--- src/rtl/serial_sub4.sv ---
// rtl/serial_sub4.sv - bit-serial subtractor, one full-subtractor cell plus borrow flop
// Outputs are registered one cycle behind the FSM state, so busy/done/d/bo lag the state register.
module serial_sub4 #(
    parameter int WIDTH = 4
) (
    input  logic             clk,
    input  logic             rst_n,
    input  logic             start,
    input  logic [WIDTH-1:0] A,
    input  logic [WIDTH-1:0] B,
    input  logic             bi,
    output logic [WIDTH-1:0] d,
    output logic             bo,
    output logic             busy,
    output logic             done
);

    localparam int CW = $clog2(WIDTH + 1);

    typedef enum logic [1:0] {
        S_IDLE  = 2'd0,
        S_SHIFT = 2'd1,
        S_DONE  = 2'd2
    } state_t;

    state_t           state_q, state_d;
    logic [WIDTH-1:0] a_q, a_d;
    logic [WIDTH-1:0] b_q, b_d;
    logic [WIDTH-1:0] r_q, r_d;
    logic             br_q, br_d;
    logic [CW-1:0]    cnt_q, cnt_d;
    logic [WIDTH-1:0] d_q, d_d;
    logic             bo_q, bo_d;
    logic             busy_q, busy_d;
    logic             done_q, done_d;

    logic             diff_bit;
    logic             borrow_nxt;
    logic             last_bit;

    assign diff_bit   = a_q[0] ^ b_q[0] ^ br_q;
    assign borrow_nxt = (~a_q[0] & b_q[0]) | (~(a_q[0] ^ b_q[0]) & br_q);
    assign last_bit   = (cnt_q == CW'(WIDTH - 1));

    always_ff @(posedge clk or negedge rst_n) begin
        if (!rst_n) begin
            state_q <= S_IDLE;
            a_q     <= '0;
            b_q     <= '0;
            r_q     <= '0;
            br_q    <= 1'b0;
            cnt_q   <= '0;
            d_q     <= '0;
            bo_q    <= 1'b0;
            busy_q  <= 1'b0;
            done_q  <= 1'b0;
        end else begin
            state_q <= state_d;
            a_q     <= a_d;
            b_q     <= b_d;
            r_q     <= r_d;
            br_q    <= br_d;
            cnt_q   <= cnt_d;
            d_q     <= d_d;
            bo_q    <= bo_d;
            busy_q  <= busy_d;
            done_q  <= done_d;
        end
    end

    always_comb begin
        state_d = state_q;
        case (state_q)
            S_IDLE:  if (start) state_d = S_SHIFT;
            S_SHIFT: if (last_bit) state_d = S_DONE;
            S_DONE:  state_d = S_IDLE;
            default: state_d = S_IDLE;
        endcase
    end

    // Operand/result shifting: the difference bit enters at the MSB so bit 0 lands at r_q[0].
    always_comb begin
        a_d   = a_q;
        b_d   = b_q;
        r_d   = r_q;
        br_d  = br_q;
        cnt_d = cnt_q;
        case (state_q)
            S_IDLE: begin
                if (start) begin
                    a_d   = A;
                    b_d   = B;
                    br_d  = bi;
                    r_d   = '0;
                    cnt_d = '0;
                end
            end
            S_SHIFT: begin
                a_d   = a_q >> 1;
                b_d   = b_q >> 1;
                r_d   = {diff_bit, r_q[WIDTH-1:1]};
                br_d  = borrow_nxt;
                cnt_d = cnt_q + CW'(1);
            end
            default: ;
        endcase
    end

    always_comb begin
        busy_d = (state_q == S_SHIFT);
        done_d = (state_q == S_DONE);
        d_d    = d_q;
        bo_d   = bo_q;
        if (state_q == S_DONE) begin
            d_d  = r_q;
            bo_d = br_q;
        end
    end

    assign d    = d_q;
    assign bo   = bo_q;
    assign busy = busy_q;
    assign done = done_q;

endmodule

--- config.mk ---
export PLATFORM = sky130hd
export DESIGN_NAME = serial_sub4
export DESIGN_NICKNAME = d
export VERILOG_FILES = /design/src/rtl/serial_sub4.sv
export SDC_FILE = /design/constraint.sdc
export NUM_CORES = 1
export LEC_CHECK = 0
export CAP_MARGIN = 10
export CORE_MARGIN = 2
export CORE_UTILIZATION = 30
export CTS_CLUSTER_DIAMETER = 50
export CTS_CLUSTER_SIZE = 28
export DETAILED_ROUTE_END_ITERATION = 8
export PLACE_DENSITY_LB_ADDON = 0.15
export SLEW_MARGIN = 20
export SYNTH_ARGS = -nofsm -noshare
export SYNTH_HDL_FRONTEND = slang
export SYNTH_SLANG_ARGS = --single-unit
--- constraint.sdc ---
create_clock -name clk -period 1.2 [get_ports clk]
set_input_delay 0.24 -clock clk [delete_from_list [all_inputs] [get_ports clk]]
set_output_delay 0.24 -clock clk [all_outputs]
set_load 0.005 [all_outputs]
==> results by group <==
Place
  • Dpl ws: -0.2978 ns
  • Area after DPL: 1399 sq um
  • Inst Count DP: 153
  • Gpl congestion: 0.7075
  • HPWL after detailed placement: 1.427 mm
  • Number of port buffers: 18

Setup path
  • Crit-path max FO: 9
  • Crit Path Class: reg -> reg
  • Worst Path Required: 1.42 ns
  • Setup crit start kind: register
  • CP Data Arrival Time: 1.44 ns
  • Crit. End Element: register

Layout
  • Fraction of layout cells with a size suffix above 1: 49.18%
  • Final nets: 138
  • Filler cell count: 334
  • Synth-to-Final Area Change: 47.35%
  • Area occupied by multi-input gates: 495.5 sq um
  • Finished Cell Area: 1600 sq um
  • Antenna diode count: 0
  • FF+latch area: 628.1 sq um
  • Final Instance Count excl. Fillers: 168
  • Final Core Density: 46.85%

Synthesis
  • Register area share after synthesis: 57.60%
  • Top cells by area, synth: dfrtp_1, mux2_2, a221oi_1
  • Top-count cell post-synth: dfrtp_1
  • Mapped Area: 1086 sq um
  • Top_reg_cell synth: dfrtp_1
  • Fraction of registers with async set/reset: 100.0%
  • Ys Warns: 0
  • Post-synth top area share: 57.60%
  • Post-synth cell types: 26
  • Mapped Nets: 98
  • Yosys reg bits: 25
  • Cell count after synthesis: 83
  • Syn Area/Cell: 13.08 sq um
  • Commonest cells post-synth: dfrtp_1, inv_1
  • Post-synth EDFFs: 0
  • Cell taking the most area after synthesis: dfrtp_1

Power
  • Pwr Density: 2347 nW/um^2
  • Sequential power share: 38.6%
  • Leakage power: 0.0006985 uW
  • Internal: 2502 uW
  • Maximum vdd drop: 0.8554 mV
  • Sw Share: 33.37%
  • Clock share of power: 10.2%
  • Comb pwr share: 51.1%
  • P_sw: 1253 uW

STA
  • Worst setup margin: -0.01802 ns
  • Time the worst path needs with I/O delays and setup: 1.218 ns
  • Fmax: 821.0 MHz
  • Slew HR: 83.60%
  • Final Skew: 0.006017 ns
  • Count of pins over their slew limit: 0
  • Minimum hold slack: 0.2467 ns
  • Worst slew pin tran: 0.2453 ns
  • Setup Viol. Count Final: 4
  • RSZ-0062 raised after global routing: yes
  • Tcrit/Tclk final: 101.5%
  • Final hold vios: 0

Routing
  • DRT Pass-1 Iters: 3
  • Final WL: 2.157 mm
  • Via/cell ratio: 4.667
  • DRC viols: 0
  • Initial drt markers: 11
  • Via count: 784
  • DRT antenna net count: 0
  • DR WL/cell: 12.84 um

Die
  • Starting density of the core: 31.79%
  • Cell Rows: 21
  • Die Width: 64.17 um
  • DIE AREA: 4117 sq um
  • Die H: 64.17 um
  • # IOs: 19
  • Placeable Area: 3416 sq um

Flow run
  • Max-cap violations: 0

Global routing
  • Vias in the first global route: 763
  • Largest net degree at the start of global routing: 26
  • GR Overflow Total: 0
  • Gr usage total: 11.51%
  • Initial antenna violation count: 0
  • First-pass GRT wire length: 3.615 mm

Clock network
  • Clk pin slew, worst setup/hold paths: 0.14 ns
  • Clock sinks: 25
  • Num CTS Buffers: 3
  • Root Driver: clkbuf_4
  • Worst skew pair latency: 0.32 ns
  • H-tree depth: 1
  • CTS tree: built
  • Clk buf depth: 2

Outcome
  • Status: complete, but fails checks
  • Failing checks: setup timing

Min path
  • Min-delay worst type: in -> async
-- cell type report --
cell class                      count  share of cell area [%]
Sequential cell                    25                   39.25
Multi-Input combinational cell     44                   30.96
Timing Repair Buffer               39                   21.89
Clock buffer                        4                   1.642
Tap cell                           46                   3.597
Inverter                           10                   2.658
-- worst max-delay path, stage by stage, from the launching register on --
cell	delay, ns
dfrtp_2	0.48
buf_6	0.16
buf_4	0.13
nor4b_2	0.28
a221oi_2	0.05
-- through the flow --
stage	setup TNS [ns]	total power, uW
after floorplan	0	2310
after global placement	-3.097	2936
after detailed placement	-3.458	2969
after CTS	-0.2907	3472
after global routing	-0.2562	4056
final	-0.05520	3755
-- worst paths after layout --
| kind | from | end | slack, ns | cells after the start |
|---|---|---|---|---|
| worst max-delay path | state_q[0] | a_q[2] | -0.02 | 4 |
| worst max register to register | state_q[0] | a_q[2] | -0.02 | 4 |
| min in group clk | b_q[3] | b_q[3] | 0.51 | 2 |
| worst min register to register | b_q[3] | b_q[3] | 0.51 | 2 |
| worst min-delay path | rst_n | a_q[1] | 0.25 | 2 |
| max in group asynchronous | rst_n | state_q[1] | 0.80 | 2 |
-- power by group through the flow --
| stage | Sequential (uW) | Clock (uW) | Combinational (uW) |
|---|---|---|---|
| 2_1_floorplan | 1420 | 0 | 895 |
| 3_3_place_gp | 1460 | 0 | 1480 |
| 3_5_place_dp | 1460 | 0 | 1500 |
| 4_1_cts | 1460 | 394 | 1620 |
| 5_1_grt | 1500 | 436 | 2120 |
| 6_report | 1450 | 384 | 1920 |
-- logic make-up after synthesis --
kind of cell	Yosys count	share of synthesized area, %
AO/OA/AOI/OAI	18	14.75
flip-flops	25	57.60
AND/OR/NAND/NOR	17	11.64
multiplexers	6	6.106
adder cells (fa/ha/maj)	3	4.147
buffers and inverters	14	5.760
-- cell usage in the layout, fill, tap and decap left out --
master,Yosys,final
nand2_1,2,2
nand2b_2,1,1
nor4b_2,0,5
buf_6,1,2
nand3b_1,2,2
dfrtp_2,0,2
nand2b_1,3,2
inv_1,8,6
mux2i_1,1,1
clkbuf_1,1,1
o221a_2,2,2
dfrtp_1,25,23
o21ba_2,1,1
mux2_4,0,2
or4b_1,2,2
ha_2,0,1
clkbuf_2,0,4
ha_1,2,1
o22ai_1,1,1
a221oi_2,0,5
or2_4,0,1
clkdlybuf4s15_1,0,3
buf_4,0,17
clkdlybuf4s50_1,0,11
o21bai_2,1,1
a22o_1,5,5
nand2b_4,0,1
o221ai_2,0,2
inv_4,0,2
inv_2,2,2
clkbuf_4,0,3
mux2_2,5,3
fa_2,0,1
a21oi_1,1,1
and2_1,1,1
buf_12,0,2
-- flip-flops by register name (all words and copies together) (netlist names) --
register,flops
a_q,4
done,1
state_q,2
bo,1
d,4
r_q,4
busy,1
br_q,1
cnt_q,3
b_q,4
-- layer usage --
metal	up-vias	global-route usage (%)	wire, um
met5	-	0	0
met4	0	5.585	46
met3	5	2.289	83
met2	16	17.19	938
met1	382	15.94	1088
li1	381	-	-
-- repair_timing --
item | 4_1_cts | 5_1_grt
endpoints found under the hold margin | 0 | 0
setup endpoints to repair | 23 | 22
resized for setup | 23 | 25
hold buffers | 0 | 0
setup buffers | 3 | 8
pin swaps | 1 | 3
No activity file was read; power rests on OpenSTA's default activity.
